`config.mk`:
```
export PLATFORM = sky130hd
export DESIGN_NAME = seven_seg_scan_ctrl
export DESIGN_NICKNAME = d
export VERILOG_FILES = /design/src/rtl/seven_seg_scan_ctrl.sv
export SDC_FILE = /design/constraint.sdc
export NUM_CORES = 1
export LEC_CHECK = 0
export ABC_AREA = 0
export CORE_MARGIN = 4
export CORE_UTILIZATION = 45
export CTS_BUF_LIST = sky130_fd_sc_hd__clkbuf_2 sky130_fd_sc_hd__clkbuf_4 sky130_fd_sc_hd__clkbuf_8
export DETAILED_ROUTE_END_ITERATION = 10
export MAX_ROUTING_LAYER = met4
export PLACE_DENSITY = 0.66
export SETUP_SLACK_MARGIN = 0.4
export SLEW_MARGIN = 25
export SYNTH_ARGS = -nofsm -noshare
export SYNTH_HDL_FRONTEND = slang
export SYNTH_SLANG_ARGS = --single-unit
```
`constraint.sdc`:
```
create_clock -name clk -period 4.5 [get_ports clk]
set_clock_uncertainty 0.2 [all_clocks]
set_input_delay 1.35 -clock clk [delete_from_list [all_inputs] [get_ports clk]]
set_output_delay 1.35 -clock clk [all_outputs]
set_load 0.02 [all_outputs]
```
`src/rtl/seven_seg_scan_ctrl.sv`:
```
// Seven-segment scan controller: shares one hex decoder across NUM_DIGITS common-anode digits,
// with a blanking gap per slot and frame-boundary commit of host writes. Define SSD_LZB_EN for leading-zero blanking.
module seven_seg_scan_ctrl #(
  parameter int unsigned NUM_DIGITS   = 4,
  parameter int unsigned BLANK_CYCLES = 16,
  parameter int unsigned SHOW_CYCLES  = 49984
) (
  input  logic                    clk,
  input  logic                    rst_n,
  input  logic                    enable,
  input  logic                    wr_en,
  input  logic [4*NUM_DIGITS-1:0] wr_data,
  output logic                    wr_busy,
  output logic                    frame_done,
  output logic [NUM_DIGITS-1:0]   an,
  output logic [6:0]              seg
);

  localparam int unsigned DATA_W     = 4 * NUM_DIGITS;
  localparam int unsigned MAX_CYCLES = (BLANK_CYCLES > SHOW_CYCLES) ? BLANK_CYCLES : SHOW_CYCLES;
  localparam int unsigned CNT_W      = (MAX_CYCLES > 1) ? $clog2(MAX_CYCLES) : 1;
  localparam int unsigned IDX_W      = $clog2(NUM_DIGITS);

  typedef enum logic {
    ST_BLANK = 1'b0,
    ST_SHOW  = 1'b1
  } state_e;

  state_e                  state_q, state_d;
  logic [CNT_W-1:0]        cnt_q, cnt_d;
  logic [IDX_W-1:0]        idx_q, idx_d;
  logic [DATA_W-1:0]       active_q, active_d;
  logic [DATA_W-1:0]       shadow_q, shadow_d;
  logic                    pending_q, pending_d;
  logic                    frame_done_q, frame_done_d;
  logic [NUM_DIGITS-1:0]   an_q, an_d;
  logic [6:0]              seg_q, seg_d;
  logic                    wrap_c;
  logic                    commit_c;
  logic                    lzb_c;
  logic [3:0]              nibble_c;

  // Hex to active-low segments, bit order {g,f,e,d,c,b,a}
  function automatic logic [6:0] decode(input logic [3:0] v);
    logic [6:0] s;
    case (v)
      4'h0: s = 7'h40;  4'h1: s = 7'h79;  4'h2: s = 7'h24;  4'h3: s = 7'h30;
      4'h4: s = 7'h19;  4'h5: s = 7'h12;  4'h6: s = 7'h02;  4'h7: s = 7'h78;
      4'h8: s = 7'h00;  4'h9: s = 7'h10;  4'hA: s = 7'h08;  4'hB: s = 7'h03;
      4'hC: s = 7'h46;  4'hD: s = 7'h21;  4'hE: s = 7'h06;  default: s = 7'h0E;
    endcase
    return s;
  endfunction

`ifdef SSD_LZB_EN
  // Digit k>0 is a leading zero when nibbles k..NUM_DIGITS-1 are all zero
  function automatic logic leading_zero(input logic [DATA_W-1:0] d, input logic [IDX_W-1:0] k);
    logic z;
    z = (k != '0);
    for (int unsigned j = 0; j < NUM_DIGITS; j++) begin
      if ((j >= 32'(k)) && (d[4*j +: 4] != 4'h0)) z = 1'b0;
    end
    return z;
  endfunction
`endif

  // Slot sequencing, digit pointer and write double-buffering
  always_comb begin
    state_d   = state_q;
    cnt_d     = cnt_q;
    idx_d     = idx_q;
    wrap_c    = 1'b0;
    if (!enable) begin
      state_d = ST_BLANK;
      cnt_d   = '0;
      idx_d   = '0;
    end else begin
      case (state_q)
        ST_BLANK: begin
          if (cnt_q == CNT_W'(BLANK_CYCLES - 1)) begin
            state_d = ST_SHOW;
            cnt_d   = '0;
          end else begin
            cnt_d = cnt_q + CNT_W'(1);
          end
        end
        default: begin
          if (cnt_q == CNT_W'(SHOW_CYCLES - 1)) begin
            state_d = ST_BLANK;
            cnt_d   = '0;
            if (idx_q == IDX_W'(NUM_DIGITS - 1)) begin
              idx_d  = '0;
              wrap_c = 1'b1;
            end else begin
              idx_d = idx_q + IDX_W'(1);
            end
          end else begin
            cnt_d = cnt_q + CNT_W'(1);
          end
        end
      endcase
    end

    commit_c     = pending_q & (wrap_c | ~enable);
    active_d     = commit_c ? shadow_q : active_q;
    shadow_d     = wr_en ? wr_data : shadow_q;
    pending_d    = wr_en | (pending_q & ~commit_c);
    frame_done_d = wrap_c;
  end

  // Output decode from the next state so an/seg move with the state register
  always_comb begin
    nibble_c = 4'h0;
    for (int unsigned j = 0; j < NUM_DIGITS; j++) begin
      if (IDX_W'(j) == idx_d) nibble_c = active_q[4*j +: 4];
    end
`ifdef SSD_LZB_EN
    lzb_c = leading_zero(active_q, idx_d);
`else
    lzb_c = 1'b0;
`endif
    an_d  = '1;
    seg_d = 7'h7F;
    if ((state_d == ST_SHOW) && !lzb_c) begin
      an_d  = ~(NUM_DIGITS'(1) << idx_d);
      seg_d = decode(nibble_c);
    end
  end

  always_ff @(posedge clk) begin
    if (!rst_n) begin
      state_q      <= ST_BLANK;
      cnt_q        <= '0;
      idx_q        <= '0;
      active_q     <= '0;
      shadow_q     <= '0;
      pending_q    <= 1'b0;
      frame_done_q <= 1'b0;
      an_q         <= '1;
      seg_q        <= 7'h7F;
    end else begin
      state_q      <= state_d;
      cnt_q        <= cnt_d;
      idx_q        <= idx_d;
      active_q     <= active_d;
      shadow_q     <= shadow_d;
      pending_q    <= pending_d;
      frame_done_q <= frame_done_d;
      an_q         <= an_d;
      seg_q        <= seg_d;
    end
  end

  assign wr_busy    = pending_q;
  assign frame_done = frame_done_q;
  assign an         = an_q;
  assign seg        = seg_q;

endmodule

```
# Yosys cells after proc, flatten, opt, wreduce, memory -nomap -nowiden
# Memory sizes are Yosys's and may differ from the RTL's. A register that Yosys moved wholly into a read port is not among the register bits.
# Index checks and enable logic that the tools add are counted.
[totals] word_cells=48 out_inout_bits=13 mem_count=1 in_bits=20 rom_bits=112 regBits=57
[op_classes] n_shift=1 muxes=19 add_sub_neg=2 eq_ne=6 bitwise_logic=7 reduce_logical=4
[mem_list] memory="(no name shown)" depth=16 width=7 rd=1 rd_clocked_by_memory_dff=1 wr=0 line_no="46" rtl="case (v)"
[op_table] op="$mux W16" n=3
[op_table] op="$add A16 B1 Y16 const B" n=1
[op_table] op="$eq A16 B16 Y1 const B" n=1
[op_table] op="$eq A16 B4 Y1 const B" n=1
[op_table] op="$mux W4" n=4
[op_table] op="$mux W1" n=8
[op_table] op="$mux W2" n=4
[op_table] op="$eq A2 B2 Y1 const A" n=2
[op_table] op="$not A4 Y4" n=1
[op_table] op="$reduce_and A2 Y1" n=2
[op_table] op="$shl A1 B2 Y4 const A" n=1
[op_table] op="$add A2 B1 Y2 const B" n=1
[op_table] op="$and A1 B1 Y1" n=2
[op_table] op="$eq A1 B2 Y1 const A" n=1
[op_table] op="$eq A2 B2 Y1 const B" n=1
[op_table] op="$logic_not A2 Y1" n=1
[op_table] op="$not A1 Y1" n=2
[op_table] op="$or A1 B1 Y1" n=2
[op_table] op="$logic_not A1 Y1" n=1

# Logic depth before layout (Yosys ltp)
[logic_depth] word_depth=10 ltp_mapped=14 mapped_depth_nobuf=13

# Worst setup path before layout
# No wires, ideal clock.
[synth_path] path_kind="input port to flip-flop" startpoint="input port enable" endpoint="register seg_q[0] (netlist: seg[0])" n_path_buf=1 slack_ns=0.766 setup_ns=0.122 stages=9 t_arrival_ns=3.412 required_time_ns=4.178 cell_sequence="clkbuf_1 -> inv_1 -> a21oi_2 -> o21ai_0 -> a2bb2oi_1 -> inv_1 -> ha_1 -> or4b_1 -> o311a_1"
[synth_via] elab_chain_cells=6 word_cells_on_any_way=12 cone_classes="3 x eq/ne; 6 x mux; 3 x reduce/logical"
[synth_rtl] element="start: declaration" line_no="10" rtl="input logic enable,"
[synth_rtl] element="$mux W2" line_no="73" rtl="if (!enable) begin"
[synth_rtl] element="$logic_not A2 Y1" line_no="115" rtl="if (IDX_W'(j) == idx_d) nibble_c = active_q[4*j +: 4];"
[synth_rtl] element="$mux W4 (4 in a row)" line_no="115"
[synth_rtl] element="end: declaration" line_no="37" rtl="logic [6:0] seg_q, seg_d;"
# Parallel ways exist; a longest one is shown, timed or not.
# A chain may end at the register's enable or synchronous reset.

# Worst setup path after layout
[layout_path] startpoint="input port enable" endpoint="register seg_q[3] (netlist: seg[3])"
# The elaborated chain is that of the path after synthesis.

==> metrics.txt <==
status=finished clean; Fmax achieved=0.261 GHz; H-tree depth=3; number of global-route vias before repair=2,128; Layout area overhead=20.9%; Least-Margin Pin Slew=0.988 ns; Hold Path End=active_q[10]; Post-synth EDFFs=0; pin count of the biggest net entering global routing=35; Rows=28; Rel. slew slack=33.9%; drc violations=0; routability cong.=0.939; unrepaired setup endpoints after global routing=false; R2R depth=12; synth cell count leaders=dfxtp_1 (64), nand2_1 (32), nor2_1 (26), mux2i_1 (23); fraction of registers with async set/reset=0%; area of the multi-input gates=1530 µm²; CTS Hold Bufs=0; crit path launch type=primary input; dominant synthesized flop cell=dfxtp_1; Final setup viols=0; routed vias/inst=5.28; number of antenna violations at the first check in global routing=0; Die H=88.1 µm; dominant cells by area after synthesis=dfxtp_1 (44%), mux2i_1 (8.0%), nor2b_1 (4.6%), nand2_1 (4.2%), nand3_1 (3.6%); share of cells above drive strength 1=9.83%; Post-Syn Area per Cell=9.43 µm²; fill count=568; Starting Density=47.6%; clk slew on worst S/H paths=0.07 ns; kind of critical path=primary input to flip-flop; placed cell area=3280 µm²; count of pins over their slew limit=0; 1st-iter DRT viols=89; mapped cell area=2890 µm²; IO Pins=33; Fin Setup TNS=0 ns; Post-Syn Instances=306; Yosys top cell by area=dfxtp_1; min-delay worst type=flip-flop to flip-flop; I/O Buffers=32; hold depth=2; # clock sinks=64; GR Overflow Total=0; Synth Register Bits=64; Via Count=2,224; worst-path maximum fanout=6; total CTS buffers=9; Resized Gates After CTS=0; first-pass GRT wire length=9830 µm; post-synth cell types=49; antenna-violating nets left=0; yosys warns=0; Max-cap violations=0; post-layout min period=3.83 ns; clk_lat worst skew=0.34 ns; hold path start=active_q[10]; antenna cell count=0; Critical Path Source=enable; sequential fraction of the synthesis area=44.4%; Bufs on Longest Clock Path=2; # Post-CTS Setup Buffers=0; pwr dens=328 nW/µm²; post-synth net total=334; flop-to-flop setup slack=0.85 ns; DR pass1 iterations=4; most instantiated library cell after synthesis=dfxtp_1; Critical Path Sink Type=flip-flop; post-DP HPWL=4030 µm; FF-to-FF Start=cnt_q[0]; Reg area=1280 µm²; die width=88.1 µm; fin area=3490 µm²; Root Buffer=clkbuf_8; Die ar.=7760 µm²; worst endpoint required time=4.51 ns; maximum vdd drop=0.000296 V; CTS tree=done; Pleak=1.35 nW; Hold Violations, Final=0; Post-Route WL=5640 µm; GRT Util Overall=16.6%; part of the cycle the worst path needs=85.2%; RR Endpoint=seg[3]; worst endpoint data arrival time=3.85 ns; core box area=6060 µm²; drt wl/cell=13.4 µm; Synth top area share=44.4%; # nets final=369
-- registers in the layout, summed over array words and instances (netlist names) --
register and count:
active_q 16, an 4, cnt_q 16, frame_done 1, idx_q 2, seg 7, shadow_q 16, state_q 1
wr_busy 1
-- per-stage QoR --
stage	setup WS (ns)	power [mW]	instances	hold WS [ns]	utilization, %
3_5_place_dp	0.368	0.668	405	0.259	54.1
5_1_grt	0.402	1.20	421	0.294	57.5
6_report	0.667	1.15	421	0.266	57.5
3_3_place_gp	0.442	0.667	405	0.249	54.1
2_1_floorplan	0.766	0.638	306	0.230	-
4_1_cts	0.730	1.16	421	0.273	57.5
-- power breakdown --
part	internal (mW)	total (mW)	leakage, nW	switching, mW
logic	0.0368	0.0691	0.734	0.0323
registers	0.579	0.586	0.520	0.00683
clock network	0.263	0.491	0.0921	0.227
-- final cells by class --
cell class,count,area share [%]
multi-input cells,223,44.0
repair buffers,36,10.0
well taps,75,2.69
clock inverters,6,2.01
inverters,7,0.753
flip-flops and latches,64,36.7
clock buffers,10,3.77
-- layer usage --
layer | part of all wire [%] | up-vias | wire, µm | GRT usage [%]
li1 | - | 1153 | - | -
met1 | 49 | 1019 | 2780 | 21.7
met2 | 44 | 44 | 2490 | 24.5
met3 | 5.5 | 8 | 310 | 5.36
met4 | 1.1 | 0 | 62 | 5.22
met5 | 0 | - | 0 | -
-- logic make-up (layout without fill, tap and decap cells) --
logic type | count (synthesis) | after routing | synth area share [%]
muxes | 23 | 23 | 7.98
xor gates and xnor gates | 14 | 14 | 4.25
DFF | 64 | 64 | 44.4
and+or+nand+nor | 129 | 129 | 23.9
AOI/OAI and AO/OA | 49 | 49 | 13.4
adders and majority gates | 8 | 8 | 3.47
buffers and inverters | 19 | 59 | 2.56
-- cell usage in the layout (no fill, tap or decap), types with 3 or more instances in the layout --
| cell type | n |
|---|---|
| and3_1 | 4 |
| a21boi_0 | 12 |
| o21ai_2 | 3 |
| xor2_1 | 7 |
| clkdlybuf4s50_1 | 32 |
| nand3b_1 | 3 |
| o211ai_1 | 3 |
| nor2b_1 | 21 |
| buf_4 | 4 |
| a21oi_1 | 8 |
| nand3_1 | 21 |
| ha_1 | 8 |
| o221ai_1 | 3 |
| a31oi_1 | 4 |
| nor2_1 | 26 |
| inv_1 | 6 |
| nor3_1 | 3 |
| nand2_1 | 32 |
| clkinvlp_4 | 3 |
| mux2i_1 | 23 |
| dfxtp_1 | 64 |
| clkbuf_8 | 9 |
| xnor2_1 | 7 |
| nand3_2 | 3 |
-- worst max-delay path by stage --
stage | end | slack [ns] | cells past startpoint
final | seg[3] | 0.67 | 11
after global routing | seg[3] | 0.40 | 11
after CTS | seg[3] | 0.73 | 11
after detailed placement | seg[3] | 0.37 | 11
after global placement | seg[3] | 0.44 | 11
after floorplan | seg[0] | 0.77 | 9
-- critical path, cell delays in order --
cell	delay (ns)
clkdlybuf4s50_1	0.45
inv_1	0.19
a31oi_1	0.06
o31ai_1	0.25
a21oi_1	0.15
a2bb2oi_1	0.41
inv_1	0.19
ha_1	0.33
nor3_1	0.05
a2111oi_1	0.33
a31oi_1	0.08
Note: power is estimated with default switching activity, not from simulation.
